`src/rtl/sc_run_ctrl_pkg.sv`:
```
// sc_run_ctrl_pkg: shared definitions for the single-cycle computer run controller.
//   - run_state_e : FSM state encoding, also exported on the state_o port
//   - cnt_width() : counter width helper for the hold/debounce counters
package sc_run_ctrl_pkg;

    typedef enum logic [1:0] {
        StResetHold = 2'd0,
        StHalt      = 2'd1,
        StRun       = 2'd2,
        StStep      = 2'd3
    } run_state_e;

    // Width that can hold 0 .. n-1, never narrower than one bit.
    function automatic int unsigned cnt_width(input int unsigned n);
        return (n > 1) ? $clog2(n) : 1;
    endfunction

endpackage

```
`src/rtl/sc_key_debounce.sv`:
```
// sc_key_debounce: 2-FF synchronizer, level debouncer and press-pulse generator for one key.
//   clock_i   : board clock
//   resetn_i  : asynchronous active-low reset
//   key_i     : raw active-high key
//   press_o   : 1-cycle pulse on the debounced 0->1 edge
// The debounced level follows the synchronized key only after the two have differed for
// DEBOUNCE_CYCLES consecutive cycles (DEBOUNCE_CYCLES >= 1).
module sc_key_debounce
    import sc_run_ctrl_pkg::*;
#(
    parameter int unsigned DEBOUNCE_CYCLES = 16
) (
    input  logic clock_i,
    input  logic resetn_i,
    input  logic key_i,
    output logic press_o
);

    localparam int unsigned        CntW   = cnt_width(DEBOUNCE_CYCLES);
    localparam logic [CntW-1:0]    CntMax = CntW'(DEBOUNCE_CYCLES - 1);

    logic            sync1_q, sync2_q;
    logic            level_q, level_d;
    logic            press_q, press_d;
    logic [CntW-1:0] cnt_q, cnt_d;

    always_comb begin
        level_d = level_q;
        press_d = 1'b0;
        cnt_d   = '0;
        if (sync2_q != level_q) begin
            if (cnt_q == CntMax) begin
                level_d = sync2_q;
                press_d = sync2_q;
            end else begin
                cnt_d = cnt_q + 1'b1;
            end
        end
    end

    always_ff @(posedge clock_i or negedge resetn_i) begin
        if (!resetn_i) begin
            sync1_q <= 1'b0;
            sync2_q <= 1'b0;
            level_q <= 1'b0;
            press_q <= 1'b0;
            cnt_q   <= '0;
        end else begin
            sync1_q <= key_i;
            sync2_q <= sync1_q;
            level_q <= level_d;
            press_q <= press_d;
            cnt_q   <= cnt_d;
        end
    end

    assign press_o = press_q;

endmodule

```
`src/rtl/sc_run_ctrl.sv`:
```
// sc_run_ctrl: run controller for the single-cycle computer. Derives the CPU clock from the
// board clock and sequences the CPU through reset hold, halt, free-run and single-step.
//   clock_i       : board clock (same net as the computer's mem_clk)
//   resetn_i      : asynchronous active-low reset
//   run_key_i     : raw key, press starts free-run
//   step_key_i    : raw key, press executes one instruction
//   halt_key_i    : raw key, press stops free-run
//   pc_i          : current CPU PC
//   bp_addr_i     : breakpoint address (SC_RUN_CTRL_BREAKPOINT_EN builds only)
//   cpu_clock_o   : registered CPU clock
//   cpu_resetn_o  : registered CPU reset, active-low
//   state_o       : current FSM state (run_state_e encoding)
//   cycle_count_o : number of cpu_clock rising edges issued, wraps
//   bp_hit_o      : high while halted by the breakpoint
// Optional feature macro: SC_RUN_CTRL_BREAKPOINT_EN enables the PC breakpoint.
module sc_run_ctrl
    import sc_run_ctrl_pkg::*;
#(
    parameter int unsigned DEBOUNCE_CYCLES = 16,
    parameter int unsigned RESET_HOLD      = 4
) (
    input  logic        clock_i,
    input  logic        resetn_i,
    input  logic        run_key_i,
    input  logic        step_key_i,
    input  logic        halt_key_i,
    input  logic [31:0] pc_i,
`ifdef SC_RUN_CTRL_BREAKPOINT_EN
    input  logic [31:0] bp_addr_i,
`endif
    output logic        cpu_clock_o,
    output logic        cpu_resetn_o,
    output logic [1:0]  state_o,
    output logic [31:0] cycle_count_o,
    output logic        bp_hit_o
);

    localparam int unsigned     HoldW   = cnt_width(RESET_HOLD);
    localparam logic [HoldW-1:0] HoldMax = HoldW'(RESET_HOLD - 1);

    logic run_press, step_press, halt_press;

    sc_key_debounce #(.DEBOUNCE_CYCLES(DEBOUNCE_CYCLES)) u_run_key (
        .clock_i  (clock_i),
        .resetn_i (resetn_i),
        .key_i    (run_key_i),
        .press_o  (run_press)
    );

    sc_key_debounce #(.DEBOUNCE_CYCLES(DEBOUNCE_CYCLES)) u_step_key (
        .clock_i  (clock_i),
        .resetn_i (resetn_i),
        .key_i    (step_key_i),
        .press_o  (step_press)
    );

    sc_key_debounce #(.DEBOUNCE_CYCLES(DEBOUNCE_CYCLES)) u_halt_key (
        .clock_i  (clock_i),
        .resetn_i (resetn_i),
        .key_i    (halt_key_i),
        .press_o  (halt_press)
    );

    run_state_e       state_q, state_d;
    logic             cpu_clock_q, cpu_clock_d;
    logic             cpu_resetn_q, cpu_resetn_d;
    logic [HoldW-1:0] hold_cnt_q, hold_cnt_d;
    logic             halt_pend_q, halt_pend_d;
    logic [31:0]      cycle_count_q;
    logic             enter_exec;  // leaving HALT for RUN or STEP
    logic             bp_match;    // armed breakpoint compare, only meaningful in RUN low phase
    logic             bp_take;

    always_comb begin
        state_d      = state_q;
        cpu_clock_d  = cpu_clock_q;
        cpu_resetn_d = cpu_resetn_q;
        hold_cnt_d   = '0;
        halt_pend_d  = 1'b0;
        enter_exec   = 1'b0;
        bp_take      = 1'b0;
        unique case (state_q)
            StResetHold: begin
                cpu_clock_d  = 1'b0;
                cpu_resetn_d = 1'b0;
                if (hold_cnt_q == HoldMax) begin
                    state_d      = StHalt;
                    cpu_resetn_d = 1'b1;
                end else begin
                    hold_cnt_d = hold_cnt_q + 1'b1;
                end
            end
            StHalt: begin
                cpu_clock_d = 1'b0;
                // Halt has priority and simply keeps us here.
                if (!halt_press && step_press) begin
                    state_d     = StStep;
                    cpu_clock_d = 1'b1;
                    enter_exec  = 1'b1;
                end else if (!halt_press && run_press) begin
                    state_d     = StRun;
                    cpu_clock_d = 1'b1;
                    enter_exec  = 1'b1;
                end
            end
            StRun: begin
                if (cpu_clock_q) begin
                    // Falling edge: the only point where a halt may take effect, so a
                    // high phase is never cut short.
                    cpu_clock_d = 1'b0;
                    if (halt_pend_q || halt_press) begin
                        state_d = StHalt;
                    end
                end else if (bp_match) begin
                    // Suppress the rise so the instruction at the breakpoint stays unexecuted.
                    state_d = StHalt;
                    bp_take = 1'b1;
                end else begin
                    cpu_clock_d = 1'b1;
                    halt_pend_d = halt_pend_q | halt_press;
                end
            end
            StStep: begin
                cpu_clock_d = 1'b0;
                state_d     = StHalt;
            end
            default: begin
                state_d     = StResetHold;
                cpu_clock_d = 1'b0;
            end
        endcase
    end

    always_ff @(posedge clock_i or negedge resetn_i) begin
        if (!resetn_i) begin
            state_q       <= StResetHold;
            cpu_clock_q   <= 1'b0;
            cpu_resetn_q  <= 1'b0;
            hold_cnt_q    <= '0;
            halt_pend_q   <= 1'b0;
            cycle_count_q <= '0;
        end else begin
            state_q      <= state_d;
            cpu_clock_q  <= cpu_clock_d;
            cpu_resetn_q <= cpu_resetn_d;
            hold_cnt_q   <= hold_cnt_d;
            halt_pend_q  <= halt_pend_d;
            if (cpu_clock_d && !cpu_clock_q) begin
                cycle_count_q <= cycle_count_q + 32'd1;
            end
        end
    end

`ifdef SC_RUN_CTRL_BREAKPOINT_EN
    logic armed_q, armed_d;
    logic bp_hit_q, bp_hit_d;

    assign bp_match = armed_q && (pc_i == bp_addr_i);

    // Disarmed on every resume; re-armed once a high phase has been issued, so the
    // instruction sitting at the breakpoint executes on resume.
    always_comb begin
        armed_d  = armed_q;
        bp_hit_d = bp_hit_q;
        if (enter_exec) begin
            armed_d  = 1'b0;
            bp_hit_d = 1'b0;
        end else if (cpu_clock_q) begin
            armed_d = 1'b1;
        end
        if (bp_take) begin
            bp_hit_d = 1'b1;
        end
    end

    always_ff @(posedge clock_i or negedge resetn_i) begin
        if (!resetn_i) begin
            armed_q  <= 1'b0;
            bp_hit_q <= 1'b0;
        end else begin
            armed_q  <= armed_d;
            bp_hit_q <= bp_hit_d;
        end
    end

    assign bp_hit_o = bp_hit_q;
`else
    logic unused_bp;

    assign bp_match  = 1'b0;
    assign bp_hit_o  = 1'b0;
    assign unused_bp = ^{pc_i, enter_exec, bp_take};
`endif

    assign cpu_clock_o   = cpu_clock_q;
    assign cpu_resetn_o  = cpu_resetn_q;
    assign state_o       = state_q;
    assign cycle_count_o = cycle_count_q;

endmodule

```
`config.mk`:
```
export PLATFORM = sky130hd
export DESIGN_NAME = sc_run_ctrl
export DESIGN_NICKNAME = d
export VERILOG_FILES = /design/src/rtl/sc_run_ctrl_pkg.sv /design/src/rtl/sc_key_debounce.sv /design/src/rtl/sc_run_ctrl.sv
export SDC_FILE = /design/constraint.sdc
export NUM_CORES = 1
export LEC_CHECK = 0
export ABC_CLOCK_PERIOD_IN_PS = 2300
export CAP_MARGIN = 40
export CORE_MARGIN = 8
export CORE_UTILIZATION = 48
export DETAILED_ROUTE_END_ITERATION = 8
export PLACE_DENSITY = 0.79
export SLEW_MARGIN = 10
export SYNTH_ARGS = -nofsm -noshare
export SYNTH_HDL_FRONTEND = slang
export SYNTH_HIERARCHICAL = 1
export SYNTH_SLANG_ARGS = --single-unit
```
`constraint.sdc`:
```
create_clock -name clock_i -period 2.3 [get_ports clock_i]
set_input_delay 0.69 -clock clock_i [delete_from_list [all_inputs] [get_ports clock_i]]
set_output_delay 0.69 -clock clock_i [all_outputs]
set_load 0.02 [all_outputs]
```
# Word-level counts from Yosys, hierarchy flattened
# Index checks and enable logic that the tools add are counted.
# Widths: inputs -> output; s select.
# op_classes
n_addsub,5
eq_ne,14
n_mux,27
bitwise_logic,1
n_reduce_logical,12
# ops
operator,count
$add 32x1->32 const B,1
$mux 4,6
$mux 2,7
$add 4x1->4 const B,3
$eq 4x4->1 const B,3
$mux 1,12
$pmux 2 s4,1
$eq 2x2->1 const B,3
$ne 2x2->1 const B,3
$reduce_and 2->1,3
$reduce_and 4->1,1
$logic_and 1x1->1,3
$ne 1x1->1,3
$ne 3x3->1 const B,1
$pmux 1 s3,1
$add 2x1->2 const B,1
$eq 2x1->1 const B,1
$logic_not 1->1,2
$logic_not 2->1,1
$reduce_or 2->1,1
$logic_or 1x1->1,1
$or 1x1->1,1
# totals
regBits,63
wordCells,80

# Longest topological paths before layout
# logic_depth
word_depth,6
depth_mapped,7
depth_no_buf,4

# By module
# Netlist, hierarchy kept.
# modules_own_cells
module,instances,cells_per_inst,area_each_um2
sc_run_ctrl,1,171,1911.8
sc_key_debounce,3,20,302.8

# Worst setup path before layout
# No wires, ideal clock.
# synth_timing
path_type,register -> register
startpoint,"register state_q[1], in the netlist state_o[1]"
endpoint,"register cycle_count_q[23], in the netlist cycle_count_o[23]"
setup_time_ns,0.080
arrival_time_ns,1.861
setup_slack_ns,0.359
stages_incl_launch_ff,8
synth_period_minus_slack_ns,1.941
path_cell_list,dfrtp_1 > buf_4 > or3b_4 > o41a_1 > buf_2 > buf_6 > nor4_2 > xor2_1
# synth_between
elab_chain_len,4
elab_cells_between_ends,7
cone_classes,eq/ne: 3; mux: 1; reduce/logical: 3
# synth_rtl
element,line,source
start: declaration,sc_run_ctrl.sv:64,"run_state_e state_q, state_d;"
start signal: assignment,sc_run_ctrl.sv:136,state_q <= StResetHold;
start signal: assignment,sc_run_ctrl.sv:143,state_q <= state_d;
$eq 2x2->1 or $logic_not 2->1 (tied branches),sc_run_ctrl.sv:82,unique case (state_q)
$reduce_or 2->1 (no line),n/a,
$pmux 1 s3 (*),sc_run_ctrl.sv:82,
$logic_and 1x1->1 (*),sc_run_ctrl.sv:148,if (cpu_clock_d && !cpu_clock_q) begin
end signal: assignment,sc_run_ctrl.sv:149,cycle_count_q <= cycle_count_q + 32'd1;
end: declaration,sc_run_ctrl.sv:69,logic [31:0] cycle_count_q;
# Every way passes the cells marked *; elsewhere a longest branch is shown, timed or not.
# A chain may end at the register's enable or synchronous reset.

# Final worst setup path
# layout_timing
startpoint,"register state_q[0], in the netlist state_o[0]"
endpoint,output state_o[0]
# layout_lines
element,line,source
end: declaration,sc_run_ctrl.sv:33,"output logic [1:0] state_o,"
# No word-level cell between the ends.

==> metrics.csv <==
metric,value,unit
status,"complete, no violations",
initial_core_util,48.5,%
synth_warnings,6,
hold_viol,0,
vias_per_cell,5.47,
path_class,reg2out,
fin_ws,0.154,ns
async_flop_share,100,%
antenna_found_initial,0,
worstMarginPinSlew,0.752,ns
critPathArrivalTime,1.46,ns
drive_above_1_share,14.4,%
grt_overflow,0,
cts_hold_buf,0,
cp_max_fo,8,
required,1.61,ns
ant_nets,0,
power.leakage,0.00161,uW
clockBufferDepth,2,
fin_util,61.1,%
crit_cells,1,
h-tree-depth,3,
reg2reg_to,cycle_count_o[17],
grt_max_degree,29,
finalCritPeriodShare,93.3,%
fmax,466,MHz
postSynthAreaPerCell,12.2,um^2
yosys_register_bits,63,
postCtsSetupBuffers,0,
crit_path_cell_trace,clkdlybuf4s50_1,
ys.flop_type,dfrtp_1,
nets,322,
yosys-top-cells-area,"dfrtp_1 56%, xor2_1 6.5%, xnor2_1 5.0%, nor4_2 4.0%, ha_1 2.2%",
drtIter0Drc,54,
syn_to_final_growth,25.9,%
yosysUniqueCellTypes,39,
num_antenna_cells,0,
startpoint,state_o[0],
num_vias,1962,
synth.top_cell.area_share,55.9,%
rsz0062_at_grt,false,
reg2reg_slack,0.36,ns
cts_root_buffer,clkbuf_8,
peakVddDrop,0.000476,V
critPathLaunchType,flop,
endpoint_kind,output pin,
timing.hold.ws,0.339,ns
die_h,92.7,um
min_period,2.15,ns
hold_path_class,in2async,
reg2reg_depth,4,
relSlewSlack,49.2,%
synth_area,0.00282,mm^2
first_pass_iters,4,
cts_buffers,9,
dp_slack,0.333,ns
routedWlPerCell,15.5,um
cts_tree,yes,
wl,5.55,mm
die_x,92.7,um
fp-row-count,28,
worst-path-buf-inv,1,
port_buffers,40,
hpwlAfterDp,3.85,mm
synth_nets,273,
grt_pass1_wl,9.53,mm
drv_slew,0,
io_pins,74,
crit_end,state_o[0],
cap_violations,0,
path_clk_slew,0.07,ns
gr-usage-all-layers,13.9,%
slowest_delay,0.65,ns
worst_r2r_startpoint,cycle_count_o[7],
core_region_area,0.00582,mm^2
syn-instance-count,231,
fillers,488,
finalSetupViolations,0,
slowest_stage,clkdlybuf4s50_1,
drc,0,
ff_latch_area,0.00158,mm^2
total_power,2300,uW
yosysSeqAreaShare,55.9,%
yosysTopAreaCell,dfrtp_1,
yosys.cell_count.top_type,dfrtp_1,
critPathTopFamily,buffers and inverters,
place.gp.congestion,0.770,
synth_common_cells,"63 x dfrtp_1, 21 x xor2_1, 16 x nand2_1, 16 x xnor2_1, 11 x nand3_1",
grt_pass1_vias,1945,
multiInputGateArea,0.00118,mm^2
synth_edf_count,0,
powerDensity,649,mW/mm^2
die_area,0.00858,mm^2
skew,0.00947,ns
fin_setup_tns,0,ns
clock_latency,0.34,ns
clkSinkCount,63,
==> where the power goes <==
part / internal [uW] / leakage, uW / switching (uW)
clock: 691 / 0.000118 / 400
combinational: 29.1 / 0.000647 / 38.8
sequential: 1130 / 0.000847 / 16.7
==> flip-flops by register name (all words and copies together) (netlist names), 2 cells and up <==
register / cells
u_halt_key/cnt_q: 4
cycle_count_o: 32
u_step_key/cnt_q: 4
hold_cnt_q: 2
state_o: 2
u_run_key/cnt_q: 4
==> logic make-up after synthesis <==
group / Yosys count / share of synthesized area [%]
AND/OR/NAND/NOR: 93 / 21.3
flip-flops: 63 / 55.9
XOR/XNOR: 37 / 11.5
AO/OA/AOI/OAI: 15 / 4.35
buffers and inverters: 12 / 2.22
adder cells (fa/ha/maj): 5 / 2.22
multiplexers: 5 / 2.35
other: 1 / 0.133
==> worst min path at each step <==
stage	endpoint	cells past startpoint	slack [ns]
global route	u_halt_key/sync2_q	0	0.36
CTS	cycle_count_o[31]	1	0.35
floorplan	u_halt_key/sync2_q	0	0.33
finish	cycle_count_o[31]	1	0.34
detailed placement	u_halt_key/sync2_q	0	0.34
global placement	u_halt_key/sync2_q	0	0.33
==> cell usage in the layout (no fill, tap or decap), types with 2 or more instances in the layout <==
| cell type | Yosys | routed |
|---|---|---|
| a21o_1 | 3 | 3 |
| a311oi_1 | 3 | 3 |
| a31oi_1 | 3 | 3 |
| and3_1 | 5 | 5 |
| and4_1 | 6 | 6 |
| buf_4 | 2 | 5 |
| bufinv_16 | 0 | 2 |
| clkbuf_8 | 0 | 12 |
| clkdlybuf4s50_1 | 0 | 39 |
| dfrtp_1 | 63 | 62 |
| ha_1 | 5 | 5 |
| inv_1 | 4 | 4 |
| mux2_4 | 3 | 3 |
| nand2_1 | 16 | 16 |
| nand3_1 | 11 | 11 |
| nand3_2 | 3 | 3 |
| nand4_1 | 5 | 5 |
| nor2_1 | 9 | 9 |
| nor2b_1 | 3 | 3 |
| nor3_1 | 7 | 7 |
| nor3b_1 | 7 | 7 |
| nor4_1 | 7 | 7 |
| nor4_2 | 9 | 9 |
| o31ai_1 | 2 | 2 |
| xnor2_1 | 16 | 16 |
| xor2_1 | 21 | 21 |
==> metal layers <==
layer | GRT usage, % | up-vias | wire length [um] | share of wire, %
li1 | - | 924 | - | -
met5 | 0 | - | 0 | 0
met3 | 3.16 | 10 | 217 | 3.9
met1 | 17.7 | 995 | 2570 | 46
met2 | 21.2 | 33 | 2630 | 47
met4 | 8.86 | 0 | 129 | 2.3
==> layout make-up <==
cell class                      count  area share, %
Sequential cell                    63           44.4
Multi-Input combinational cell    156           33.3
Timing Repair Buffer               46           12.8
Clock buffer                       12           4.65
Tap cell                           75           2.64
Clock inverter                      3           1.83
Inverter                            4          0.423
==> what timing repair did <==
| action | 4_1_cts | 5_1_grt |
|---|---|---|
| endpoints found under the setup margin | 0 | 1 |
| endpoints found under the hold margin | 0 | 0 |
| resized for setup | 0 | 1 |
==> through the flow <==
step	cell area (um^2)	cells
6_report	3550	359
5_1_grt	3550	359
4_1_cts	3550	359
3_5_place_dp	3320	344
3_3_place_gp	3320	344
2_1_floorplan	2820	231
No activity file was read; power rests on OpenSTA's default activity.
